`src/rtl/psd_pkg.sv`:
```
// Shared constants, frame layout and word-select helper for the PSD result buffer.
package psd_pkg;

  localparam int FRAME_WORDS = 13;
  localparam logic [3:0] HDR_TAG = 4'hA;
  localparam int SEQ_W = 12;
  localparam int RES_W = 36;
  localparam int FRAME_W = 4 * RES_W + SEQ_W;

  typedef struct packed {
    logic [SEQ_W-1:0] seq;
    logic [RES_W-1:0] a_x;
    logic [RES_W-1:0] a_y;
    logic [RES_W-1:0] b_x;
    logic [RES_W-1:0] b_y;
  } frame_t;

  // part 0 is the sign-extended top nibble, part 1 bits [31:16], part 2 bits [15:0]
  function automatic logic [15:0] res_word(input logic [RES_W-1:0] v, input logic [1:0] part);
    logic [15:0] w;
    case (part)
      2'd0:    w = {{12{v[35]}}, v[35:32]};
      2'd1:    w = v[31:16];
      default: w = v[15:0];
    endcase
    return w;
  endfunction

  function automatic logic [15:0] frame_word(input frame_t f, input logic [3:0] k);
    logic [15:0] w;
    case (k)
      4'd0:    w = {HDR_TAG, f.seq};
      4'd1:    w = res_word(f.a_x, 2'd0);
      4'd2:    w = res_word(f.a_x, 2'd1);
      4'd3:    w = res_word(f.a_x, 2'd2);
      4'd4:    w = res_word(f.a_y, 2'd0);
      4'd5:    w = res_word(f.a_y, 2'd1);
      4'd6:    w = res_word(f.a_y, 2'd2);
      4'd7:    w = res_word(f.b_x, 2'd0);
      4'd8:    w = res_word(f.b_x, 2'd1);
      4'd9:    w = res_word(f.b_x, 2'd2);
      4'd10:   w = res_word(f.b_y, 2'd0);
      4'd11:   w = res_word(f.b_y, 2'd1);
      default: w = res_word(f.b_y, 2'd2);
    endcase
    return w;
  endfunction

endpackage

```
`src/rtl/psd_frame_fifo.sv`:
```
// Frame FIFO: DEPTH slots of one full result frame, registered count/full/empty.
module psd_frame_fifo
  import psd_pkg::*;
#(
  parameter int DEPTH   = 8,
  parameter int DEPTH_W = 3
) (
  input  logic               i_clk_1M,
  input  logic               i_rst,
  input  logic               clr,
  input  logic               wr_en,
  input  logic [FRAME_W-1:0] wr_frame,
  input  logic               pop,
  output logic [FRAME_W-1:0] head,
  output logic [DEPTH_W:0]   count,
  output logic               full,
  output logic               empty
);

  logic [FRAME_W-1:0] mem [DEPTH];
  logic [DEPTH_W-1:0] wr_ptr;
  logic [DEPTH_W-1:0] rd_ptr;
  logic [DEPTH_W:0]   count_nxt;

  assign head = mem[rd_ptr];

  always_comb begin
    count_nxt = count;
    if (wr_en && !pop)
      count_nxt = count + 1'b1;
    else if (!wr_en && pop)
      count_nxt = count - 1'b1;
  end

  // Storage needs no reset; only pointers and count define what is valid.
  always_ff @(posedge i_clk_1M) begin
    if (wr_en && !i_rst && !clr)
      mem[wr_ptr] <= wr_frame;
  end

  always_ff @(posedge i_clk_1M) begin
    if (i_rst || clr) begin
      wr_ptr <= '0;
      rd_ptr <= '0;
      count  <= '0;
      full   <= 1'b0;
      empty  <= 1'b1;
    end else begin
      if (wr_en)
        wr_ptr <= wr_ptr + 1'b1;
      if (pop)
        rd_ptr <= rd_ptr + 1'b1;
      count <= count_nxt;
      full  <= (count_nxt == (DEPTH_W+1)'(DEPTH));
      empty <= (count_nxt == '0);
    end
  end

endmodule

```
`src/rtl/psd_result_buffer.sv`:
```
// Captures averaged lock-in results as tagged frames and streams them to the ARM as 16-bit words.
module psd_result_buffer
  import psd_pkg::*;
#(
  parameter int DEPTH   = 8,
  parameter int DEPTH_W = 3
) (
  input  logic               i_clk_1M,
  input  logic               i_rst,
  input  logic [35:0]        i_A_X,
  input  logic [35:0]        i_A_Y,
  input  logic [35:0]        i_B_X,
  input  logic [35:0]        i_B_Y,
  input  logic               i_aver_flag,
  input  logic               i_clr,
  input  logic               i_rd_req,
  output logic [15:0]        o_rd_data,
  output logic               o_rd_valid,
  output logic [DEPTH_W:0]   o_frame_cnt,
  output logic               o_empty,
  output logic               o_full,
  output logic               o_overflow,
  output logic               o_underflow
);

  // Read handshake: each cycle i_rd_req is high while a frame is stored returns one
  // word the following cycle with o_rd_valid high for exactly that cycle; a request
  // while empty returns nothing and sets o_underflow.

  logic               flag_d;
  logic [SEQ_W-1:0]   seq;
  logic [3:0]         word_idx;
  logic               capture;
  logic               rd_ok;
  logic               pop_now;
  logic               wr_en;
  frame_t             wr_frame;
  logic [FRAME_W-1:0] head_bits;
  frame_t             head;

  assign capture  = i_aver_flag && !flag_d;
  assign rd_ok    = i_rd_req && !o_empty && !i_clr && !i_rst;
  assign pop_now  = rd_ok && (word_idx == 4'(FRAME_WORDS - 1));
  // A full FIFO still accepts a capture when the head frame leaves in the same cycle.
  assign wr_en    = capture && !i_clr && !i_rst && (!o_full || pop_now);
  assign wr_frame = '{seq: seq, a_x: i_A_X, a_y: i_A_Y, b_x: i_B_X, b_y: i_B_Y};
  assign head     = frame_t'(head_bits);

  psd_frame_fifo #(
    .DEPTH   (DEPTH),
    .DEPTH_W (DEPTH_W)
  ) u_fifo (
    .i_clk_1M (i_clk_1M),
    .i_rst    (i_rst),
    .clr      (i_clr),
    .wr_en    (wr_en),
    .wr_frame (wr_frame),
    .pop      (pop_now),
    .head     (head_bits),
    .count    (o_frame_cnt),
    .full     (o_full),
    .empty    (o_empty)
  );

  always_ff @(posedge i_clk_1M) begin
    if (i_rst) begin
      flag_d      <= 1'b0;
      seq         <= '0;
      word_idx    <= '0;
      o_rd_data   <= '0;
      o_rd_valid  <= 1'b0;
      o_overflow  <= 1'b0;
      o_underflow <= 1'b0;
    end else begin
      flag_d <= i_aver_flag;
      // seq counts capture events, so dropped frames show up as header gaps
      if (capture)
        seq <= seq + 1'b1;
      if (i_clr) begin
        word_idx    <= '0;
        o_rd_valid  <= 1'b0;
        o_overflow  <= 1'b0;
        o_underflow <= 1'b0;
      end else begin
        o_rd_valid <= rd_ok;
        if (rd_ok) begin
          o_rd_data <= frame_word(head, word_idx);
          word_idx  <= pop_now ? 4'd0 : word_idx + 1'b1;
        end
        if (i_rd_req && o_empty)
          o_underflow <= 1'b1;
        if (capture && o_full && !pop_now)
          o_overflow <= 1'b1;
      end
    end
  end

endmodule

```
`config.mk`:
```
export PLATFORM = sky130hd
export DESIGN_NAME = psd_result_buffer
export DESIGN_NICKNAME = d
export VERILOG_FILES = /design/src/rtl/psd_pkg.sv /design/src/rtl/psd_frame_fifo.sv /design/src/rtl/psd_result_buffer.sv
export SDC_FILE = /design/constraint.sdc
export NUM_CORES = 1
export LEC_CHECK = 0
export BUFFER_PORTS_ARGS = -buffer_cell sky130_fd_sc_hd__buf_4
export CELL_PAD_IN_SITES_DETAIL_PLACEMENT = 0
export CELL_PAD_IN_SITES_GLOBAL_PLACEMENT = 2
export CORE_ASPECT_RATIO = 1.25
export CORE_MARGIN = 5
export CORE_UTILIZATION = 30
export DETAILED_ROUTE_END_ITERATION = 10
export GPL_TIMING_DRIVEN = 1
export PLACE_DENSITY = 0.49
export SYNTH_ARGS = -nofsm -noshare
export SYNTH_HDL_FRONTEND = slang
export SYNTH_SLANG_ARGS = --single-unit
```
`constraint.sdc`:
```
create_clock -name i_clk_1M -period 16.5 [get_ports i_clk_1M]
set_input_delay 0.825 -clock i_clk_1M [delete_from_list [all_inputs] [get_ports i_clk_1M]]
set_output_delay 0.825 -clock i_clk_1M [all_outputs]
set_load 0.03 [all_outputs]
```
==> impl_metrics.ini, run 1 <==
[worst_setup_path]
worst_setup_path_start_kind = flip-flop
worstSetupPathType = reg -> reg
cp-end-kind = flip-flop
critPathLaunch = u_fifo.empty
cp.arrival_ns = 5.45
rrSetupSlack_ns = 11.42
rr_endpoint = u_fifo.mem[7][64]
crit_top_cell = buf_4
worst_ep_required_time_ns = 16.87
crit_chain = or4b_1, buf_4, inv_2, nand2_1, a21oi_1, nand3_1, nor2_4, buf_4, buf_4, buf_4
regToRegStartpoint = u_fifo.empty
slowest_stage = buf_4
max_stage_delay_ns = 0.75
critPathBufInv = 5
worst-path-max-fanout = 42
cp_top_family = buffers and inverters
reg2regPathDepth = 10

[synth]
yosys.cell_count.top_type = edfxtp_1
synth_nets = 2531
synth_area_per_cell_sq_um = 20.99
synth_edf_count = 1248
yosysUniqueCellTypes = 68
synth_top_area_cell = edfxtp_1
async_flop_share_pct = 0
ys_warn_count = 0
synth.cell_area_sq_mm = 0.04980
yosys_register_bits = 1299
ys_seq_area_share_pct = 77.31
synth_area_leaders = edfxtp_1 (75%), mux4_2 (12%), mux2i_1 (3.0%)
synth_common_cells = edfxtp_1 (1248), mux4_2 (260), mux2i_1 (147)
netlist.area_leader.share_pct = 75.26
dominantRegCellSynth = edfxtp_1
syn_inst = 2373

[floorplanning]
die_h_microns = 465.5
die_x_microns = 374.4
placementRows = 167
start_util_pct = 30.09
boundaryPins = 174
dieArea_sq_mm = 0.1743
core_area_sq_mm = 0.1655

[timing]
grt_setup_unrepaired = no
worst_pin_slew_ns = 1.154
final.setup.worst_slack_ns = 11.42
whs_ns = 0.2932
finalSetupViolations = 0
tns_ns = 0
slew_headroom_pct = 23.06
hold_viol = 0
min_period_ns = 5.077
finalCritPeriodShare_pct = 30.77
final_max_slew_viol_count = 0
max_freq_mhz = 197.0
skew_ns = 0.02315

[placement]
dp_worst_setup_slack_ns = 10.54
gp_congestion = 0.7160
hpwlAfterDp_mm = 85.40
placed_cell_area_sq_mm = 0.05384
numPortBuffers = 173
dp.cells = 4678

[drt]
drt_iter0_markers = 1671
route.detailed.drc = 0
via_per_inst = 4.901
routed_wl_mm = 144.1
firstDrtPassIters = 5
vias = 24213
wl_per_cell_microns = 29.16
ant_nets = 0

[hold_path]
min_from = i_A_X[26]
min_path_type = in -> reg
hold_depth = 1
hold_path_end = u_fifo.mem[0][134]

[cts]
cts_tree = done
cts-buffers-inserted = 139
root_buffer = clkbuf_16
cts_resized = 0
post_cts_buffers = 0
clock_latency_ns = 0.77
h-tree-depth = 4
path_clk_slew_ns = 0.06
cts_buffer_depth = 3
cts.sinks = 1299
hold_buffers = 0

[global_route]
grt_pass1_vias = 25900
grt_pass1_wl_mm = 203.3
grt_max_degree = 125
overflow = 0
antenna_found_initial = 27
grt_usage_pct = 16.37

[pwr]
peakVddDrop_uv = 105.2
power_mw = 6.666
p_per_area_mw_per_mm2 = 114.8
p_leak_nw = 17.96

[job]
drv_cap = 0

[layout]
layout.cells.non_filler = 4940
layout-drive-gt1-share_pct = 26.23
syn_to_final_growth_pct = 16.62
num-fill-cells = 15510
fin_util_pct = 35.09
final_cell_area_sq_mm = 0.05808
nets = 2780

[status]
status = finished, final reports clean
[registers in the layout, indices dropped and copies added (netlist names), 3 cells and up, named ones only]
| signal | cells |
|---|---|
| u_fifo.rd_ptr | 3 |
| o_rd_data | 16 |
| seq | 12 |
| u_fifo.count | 4 |
| u_fifo.mem | 1248 |
| u_fifo.wr_ptr | 3 |
| word_idx | 4 |
[layer usage]
| layer | track usage, % | vias up | part of all wire, % |
|---|---|---|---|
| li1 | - | 10441 | - |
| met1 | 21.37 | 13109 | 43 |
| met4 | 4.165 | 22 | 2.0 |
| met5 | 0 | - | 0.098 |
| met2 | 28.01 | 472 | 50 |
| met3 | 3.369 | 169 | 4.3 |
[layout make-up]
class                   instances  area, sq um  area share [%]
diodes                         10        25.02         0.04309
clock buffers                 185         3725           6.414
clock inverters                67        483.0          0.8316
inverters                      10        40.04         0.06894
multi-input cells             933        10660           18.36
flip-flops and latches       1299        38510           66.31
well taps                    2197         2749           4.733
repair buffers                239         1882           3.240
[power breakdown]
group | internal (mW) | leakage [nW] | switching (mW)
sequential | 3.62 | 11.7 | 0.00724
combinational | 0.0392 | 4.18 | 0.0679
clock | 1.66 | 2.05 | 1.26
[cells by family after synthesis]
| group | count (synthesis) | synth area share [%] |
|---|---|---|
| compound gates | 240 | 3.319 |
| buf+inv | 141 | 1.480 |
| xor+xnor | 15 | 0.2638 |
| flops | 1299 | 77.31 |
| simple gates | 255 | 2.533 |
| mux | 414 | 14.87 |
| fa+ha+maj | 9 | 0.2261 |
[cells in the final DEF (no fill, tap or decap), types with 4 or more instances in the layout]
master,netlist,layout
mux4_2,260,260
buf_12,0,7
dfxtp_1,51,48
nor2_1,67,60
nand2_1,81,81
nor3_1,13,11
mux2_2,7,7
inv_1,8,8
o221ai_1,4,4
clkbuf_1,48,42
nor4_1,8,6
clkinv_1,0,30
buf_4,25,232
edfxtp_1,1248,1248
nor2b_1,5,4
a221oi_1,17,17
o22a_1,4,4
a22oi_1,37,37
a31oi_1,15,15
clkinv_2,0,21
and3_1,9,9
xnor2_1,8,8
o21ai_0,29,29
o2111ai_1,5,5
bufinv_16,0,5
or3_1,5,5
inv_6,0,5
o22ai_1,35,35
a21oi_1,43,42
diode_2,0,10
nand3b_1,10,10
nand3_1,20,20
mux2i_1,147,147
a22o_1,13,13
clkbuf_16,0,142
nor2_4,0,6
nand4_1,8,8
xor2_1,7,7
ha_1,9,9
[worst reg2reg max path, cell delays in order (launching register included)]
cell     delay, ns
dfxtp_1       0.36
or4b_1        0.53
buf_4         0.24
inv_2         0.23
nand2_1       0.19
a21oi_1       0.43
nand3_1       0.39
nor2_4        0.21
buf_4         0.56
buf_4         0.75
buf_4         0.79
[worst max path at each step]
stage                    endpoint  slack, ns  cells after the start
6_report        u_fifo.mem[7][64]      11.42                     10
2_1_floorplan    u_fifo.mem[1][0]       2.73                      8
3_5_place_dp   u_fifo.mem[7][111]      10.54                     11
3_3_place_gp    u_fifo.mem[7][39]      10.55                     11
5_1_grt        u_fifo.mem[7][136]      11.04                     10
4_1_cts         u_fifo.mem[7][91]      11.22                     10
Power figures use the tool's default switching activity.
==> run 2, diff against run 1 <==
--- a/config.mk
+++ b/config.mk
@@ -13,7 +13,7 @@
 export CORE_UTILIZATION = 30
 export DETAILED_ROUTE_END_ITERATION = 10
 export GPL_TIMING_DRIVEN = 1
-export PLACE_DENSITY = 0.49
+export PLACE_DENSITY = 0.51
 export SYNTH_ARGS = -nofsm -noshare
 export SYNTH_HDL_FRONTEND = slang
 export SYNTH_SLANG_ARGS = --single-unit
==> constraint.sdc (replaced) <==
create_clock -name i_clk_1M -period 4.21 [get_ports i_clk_1M]
set_input_delay 0.2105 -clock i_clk_1M [delete_from_list [all_inputs] [get_ports i_clk_1M]]
set_output_delay 0.2105 -clock i_clk_1M [all_outputs]
set_load 0.03 [all_outputs]
==> run 2 against run 1 <==
Against the previous run:
- critical path depth down 3
- combinational power rose to 5.3 times the previous value
- largest power group unchanged
- die area unchanged
- critical endpoint is now o_rd_data[9]
- flip-flop and latch count unchanged
- first-iteration DRC count up 7.1%
- sequential power rose to 3.9 times the previous value
- register-to-register slack worse by 11 ns
- total power rose to 4.0 times the previous value
- clock skew up 0.0023 ns
==> impl_metrics.ini, run 2 (synthesis results as in run 1) <==
[drt]
vias = 25240
drt_iter0_markers = 1789
wl_per_cell_microns = 28.44
routed_wl_mm = 146.0
firstDrtPassIters = 5
ant_nets = 0
route.detailed.drc = 0
via_per_inst = 4.916

[status]
status = finished, final reports clean

[pwr]
power_mw = 26.53
p_per_area_mw_per_mm2 = 439.1
peakVddDrop_uv = 410.7
p_leak_nw = 18.98

[floorplanning]
boundaryPins = 174
die_h_microns = 465.5
die_x_microns = 374.4
start_util_pct = 30.09
core_area_sq_mm = 0.1655
placementRows = 167
dieArea_sq_mm = 0.1743

[cts]
path_clk_slew_ns = 0.07
cts-buffers-inserted = 138
h-tree-depth = 4
post_cts_buffers = 0
root_buffer = clkbuf_16
cts_tree = done
clock_latency_ns = 0.77
cts.sinks = 1299
hold_buffers = 149
cts_buffer_depth = 3
cts_resized = 0

[worst_setup_path]
cp_top_family = buffers and inverters
max_stage_delay_ns = 0.65
critPathBufInv = 2
cp-end-kind = flip-flop
cp.arrival_ns = 4.13
cp.depth = 7
worst_setup_path_start_kind = flip-flop
rr_endpoint = o_rd_data[9]
worst_ep_required_time_ns = 4.81
reg2regPathDepth = 7
rrSetupSlack_ns = 0.68
worst-path-max-fanout = 36
crit_chain = buf_4, buf_4, mux4_2, nor2_1, nor2_1, o21ai_0, o21ai_0
worstSetupPathType = reg -> reg
slowest_stage = buf_4

[global_route]
grt_pass1_vias = 26886
antenna_found_initial = 28
grt_max_degree = 92
grt_usage_pct = 16.63
grt_pass1_wl_mm = 207.3
overflow = 0

[hold_path]
min_path_type = in -> reg
min_from = i_B_Y[5]
hold_path_end = u_fifo.mem[0][5]
hold_depth = 2

[layout]
nets = 2984
syn_to_final_growth_pct = 21.35
layout-drive-gt1-share_pct = 26.35
final_common_cell = edfxtp_1
fin_util_pct = 36.51
multi_input_area_sq_mm = 0.01068
register_area_sq_mm = 0.03851
largest_reg_flops = 1248
layout_common_cells = edfxtp_1 (1248), buf_4 (262), mux4_2 (260), dlygate4sd3_1 (149), mux2i_1 (147)
biggestRegsByFlops = u_fifo.mem (1248), o_rd_data (16), seq (12)
num-fill-cells = 15314
top_register = u_fifo.mem
final_cell_area_sq_mm = 0.06043

[timing]
final_max_slew_viol_count = 0
max_freq_mhz = 283.6
min_period_ns = 3.526
finalCritPeriodShare_pct = 83.76
worst_pin_slew_ns = 1.063
skew_ns = 0.02543
whs_ns = 0.2197
finalSetupViolations = 0
grt_setup_unrepaired = no
hold_viol = 0
slew_headroom_pct = 28.95

[placement]
hpwlAfterDp_mm = 91.44
gp_congestion = 0.7468
placed_cell_area_sq_mm = 0.05461
numPortBuffers = 173

[job]
drv_cap = 0
-- run 2: cell count changes in the layout (fill, tap and decap cells not counted), moves of 4 or more --
cell and change:
dlygate4sd3_1 +149, clkinv_2 -8, bufinv_16 +5, clkbuf_1 -6, buf_12 +26, clkinv_1 -4
buf_4 +30
-- run 2: routing by layer --
metal	global-route usage, %	routed length (microns)	vias up
met3	3.318	7193	197
li1	-	-	10858
met4	4.760	3618	22
met1	22.02	62620	13558
met2	27.94	72420	605
met5	0	143	-
-- run 2: how the worst max path moves through the flow --
stage / start / endpoint
3_3_place_gp: flip-flop / o_rd_data[9]
5_1_grt: flip-flop / o_rd_data[9]
2_1_floorplan: i_rst / u_fifo.mem[0][0]
4_1_cts: flip-flop / o_rd_data[9]
3_5_place_dp: flip-flop / o_rd_data[9]
6_report: flip-flop / o_rd_data[9]
-- run 2: cell type report --
cell class / instances / share of cell area (%)
diodes: 11 / 0.04555
clock inverters: 61 / 1.002
repair buffers: 444 / 6.816
multi-input cells: 933 / 17.68
inverters: 10 / 0.07040
flip-flops and latches: 1299 / 63.73
clock buffers: 179 / 6.108
well taps: 2197 / 4.549
-- run 2: stage by stage --
stage	worst slack [ns]	setup TNS (ns)	cells
after floorplan	-1.752	-708.16	2373
after global placement	0.4527	0	4734
after CTS	0.4367	0	5123
after global routing	0.3743	0	5128
final	0.6839	0	5134
after detailed placement	0.4571	0	4734
-- run 2: worst reg2reg max path, stage by stage (launching register included) --
cell     delay (ns)
dfxtp_4        0.59
buf_4          0.65
buf_4          0.55
mux4_2         0.56
nor2_1         0.10
nor2_1         0.11
o21ai_0        0.61
o21ai_0        0.19
-- run 2: power breakdown --
part / switching [mW] / internal, mW / leakage (nW) / total (mW)
Sequential: 0.0251 / 14.2 / 11.7 / 14.2
Combinational: 0.319 / 0.250 / 5.16 / 0.569
Clock: 4.94 / 6.80 / 2.09 / 11.7
Total: 5.29 / 21.2 / 19.0 / 26.5
==> run 3, diff against run 2 <==
--- a/config.mk
+++ b/config.mk
@@ -5,6 +5,7 @@
 export SDC_FILE = /design/constraint.sdc
 export NUM_CORES = 1
 export LEC_CHECK = 0
+export ABC_AREA = 1
 export BUFFER_PORTS_ARGS = -buffer_cell sky130_fd_sc_hd__buf_4
 export CELL_PAD_IN_SITES_DETAIL_PLACEMENT = 0
 export CELL_PAD_IN_SITES_GLOBAL_PLACEMENT = 2
@@ -13,7 +14,7 @@
 export CORE_UTILIZATION = 30
 export DETAILED_ROUTE_END_ITERATION = 10
 export GPL_TIMING_DRIVEN = 1
-export PLACE_DENSITY = 0.51
+export PLACE_DENSITY = 0.55
 export SYNTH_ARGS = -nofsm -noshare
 export SYNTH_HDL_FRONTEND = slang
 export SYNTH_SLANG_ARGS = --single-unit
==> constraint.sdc (replaced) <==
create_clock -name i_clk_1M -period 3.6 [get_ports i_clk_1M]
set_input_delay 0.18 -clock i_clk_1M [delete_from_list [all_inputs] [get_ports i_clk_1M]]
set_output_delay 0.18 -clock i_clk_1M [all_outputs]
set_load 0.03 [all_outputs]
==> run 3 against run 2 <==
Against the previous run:
- synthesized area is 5.4% higher
- wire length is 19% higher
- critical endpoint is now u_fifo.mem[4][116]
- utilization is 0.14 points lower
- non-clock buffer count is 27 higher
- sequential share of layout area is 2.9 points lower
- largest power group unchanged
- die area is 5.3% higher
- first-iteration DRC count is 34% higher
==> impl_metrics.ini, run 3 <==
[timing]
skew_ns = 0.02723
hold_viol = 0
final_max_slew_viol_count = 0
slew_headroom_pct = 39.30
grt_setup_unrepaired = no
whs_ns = 0.1705
min_period_ns = 3.411
tns_ns = 0
worst_pin_slew_ns = 0.9049
finalSetupViolations = 0
finalCritPeriodShare_pct = 94.74
max_freq_mhz = 293.2

[pwr]
p_leak_nw = 22.57
peakVddDrop_uv = 425.1
p_per_area_mw_per_mm2 = 497.3
power_mw = 31.47

[placement]
gp_congestion = 0.7411
numPortBuffers = 173
hpwlAfterDp_mm = 102.6

[hold_path]
min_path_type = in -> reg

[synth]
synth.cell_area_sq_mm = 0.05249
ys_warn_count = 0
ys_seq_area_share_pct = 73.35
syn_inst = 4459
synth_edf_count = 1248
synth_common_cells = edfxtp_1 (1248), nand2_1 (944), nor2_1 (785)
yosys_register_bits = 1299
synth_area_leaders = edfxtp_1 (71%), nand2_1 (6.8%), nor2_1 (5.6%)
synth_area_per_cell_sq_um = 11.77
async_flop_share_pct = 0
synth_nets = 4617
yosysUniqueCellTypes = 42
netlist.area_leader.share_pct = 71.40
synth_top_area_cell = edfxtp_1
yosys.cell_count.top_type = edfxtp_1
dominantRegCellSynth = edfxtp_1

[drt]
via_per_inst = 4.696
wl_met2_mm = 83.73
wl_met3_mm = 6.893
ant_nets = 0
firstDrtPassIters = 5
drt_iter0_markers = 2394
wl_met1_mm = 79.10
routed_wl_mm = 173.3
route.detailed.drc = 0
vias = 34193
wl_per_cell_microns = 23.79
top_layer_used = met5

[worst_setup_path]
max_stage_delay_ns = 0.82
slowest_stage = dlygate4sd3_1
cp.arrival_ns = 3.86
cp-end-kind = flip-flop
worst_setup_path_start_kind = primary input
crit_chain = dlygate4sd3_1, buf_4, nor2_8, dlygate4sd3_1, inv_6, nor2_8, nand2_4, a21oi_4, inv_2, or2_4, nor3_4, buf_12, buf_12
rrSetupSlack_ns = 0.73
worst_ep_required_time_ns = 4.05
worstSetupPathType = in -> reg
worst-path-max-fanout = 34

[floorplanning]
placementRows = 171
boundaryPins = 174
start_util_pct = 30.17
core_area_sq_mm = 0.1739
dieArea_sq_mm = 0.1835
die_h_microns = 477.6
die_x_microns = 384.1

[layout]
top_register = u_fifo.mem
layout_common_cells = edfxtp_1 (1248), nand2_1 (944), nor2_1 (782), nand3_1 (419), o21ai_0 (409)
biggestRegsByFlops = u_fifo.mem (1248), o_rd_data (16), seq (12)
final_common_cell = edfxtp_1
layout-drive-gt1-share_pct = 11.18
largest_reg_flops = 1248
num-fill-cells = 17074
nets = 4977
syn_to_final_growth_pct = 20.55

[global_route]
grt_usage_pct = 18.66
grt_pass1_vias = 34340
overflow = 0
grt_max_degree = 127
antenna_found_initial = 19
grt_pass1_wl_mm = 249.7

[cts]
cts-buffers-inserted = 145
h-tree-depth = 4
path_clk_slew_ns = 0.06
root_buffer = clkbuf_16
cts.sinks = 1299
cts_buffer_depth = 3
clock_latency_ns = 0.79
cts_tree = done

[job]
drv_cap = 0

[status]
status = finished, final reports clean
==> run 3: cell count changes in the layout (fill, tap and decap cells not counted), moves of 20 or more <==
| cell | before | now |
|---|---|---|
| nand2_1 | 80 | 944 |
| mux4_2 | 260 | 0 |
| mux2i_1 | 147 | 0 |
| a22oi_1 | 37 | 0 |
| o21ai_0 | 29 | 409 |
| o211ai_1 | 3 | 82 |
| inv_1 | 8 | 124 |
| buf_12 | 33 | 53 |
| nand3_1 | 19 | 419 |
| nor2_1 | 60 | 782 |
==> run 3: where the power goes <==
| part | leakage (nW) | internal, mW | switching, mW |
|---|---|---|---|
| clock network | 2.18 | 8.04 | 6.14 |
| registers | 11.7 | 16.6 | 0.0242 |
| logic | 8.66 | 0.275 | 0.395 |
| total | 22.6 | 24.9 | 6.56 |
==> run 3: area by class of cell <==
class / count / area, sq um / share of cell area, %
diodes: 11 / 27.53 / 0.04350
clock buffers: 190 / 3924 / 6.201
clock inverters: 74 / 533.0 / 0.8424
inverters: 139 / 554.3 / 0.8760
multi-input cells: 2763 / 12230 / 19.33
flip-flops and latches: 1299 / 38510 / 60.87
well taps: 2335 / 2922 / 4.617
repair buffers: 471 / 4572 / 7.226
==> run 3: timing repair <==
item	in CTS	in global routing
hold endpoints to repair	1193	0
hold buffers	149	0
buffers inserted	0	4
gates resized for setup	0	0
endpoints found under the setup margin	0	1
==> run 3: worst paths after layout <==
check / startpoint / endpoint / cells past startpoint
max: i_rst / u_fifo.mem[4][116] / 13
max reg2reg: word_idx[0] / u_fifo.mem[4][116] / 11
min: i_B_X[28] / u_fifo.mem[0][64] / 2
min reg2reg: word_idx[0] / word_idx[0] / 2
==> run 3: worst max-delay path: cells and delay by family <==
kind | cells | cell delay (ns)
compound gates | 1 | 0.23
simple gates | 5 | 0.99
buf+inv | 7 | 2.34
==> run 3: layer usage <==
layer	track usage [%]	vias to the layer above
met1	25.31	17061
li1	-	16313
met5	0	-
met4	4.391	4
met3	3.068	182
met2	31.35	633
==> run 3: logic make-up (layout without fill, tap and decap cells) <==
kind of cell,count (synthesis),after routing,synth area share [%]
AOI/OAI and AO/OA,567,567,5.929
xor gates and xnor gates,8,8,0.1478
adders and majority gates,9,9,0.2146
buffers and inverters,397,874,3.566
DFF,1299,1299,73.35
other,0,11,0
and+or+nand+nor,2179,2179,16.80
==> run 3: per-stage QoR <==
stage          utilization [%]  instances  cell area, sq um  setup slack [ns]
5_1_grt                  36.37       7277             63260           0.02506
2_1_floorplan                -       4459             52590            -2.000
4_1_cts                  36.34       7267             63200            0.2058
6_report                 36.38       7282             63270            0.1894
3_3_place_gp             32.92       6854             57250            0.7219
3_5_place_dp             32.92       6854             57250            0.6701
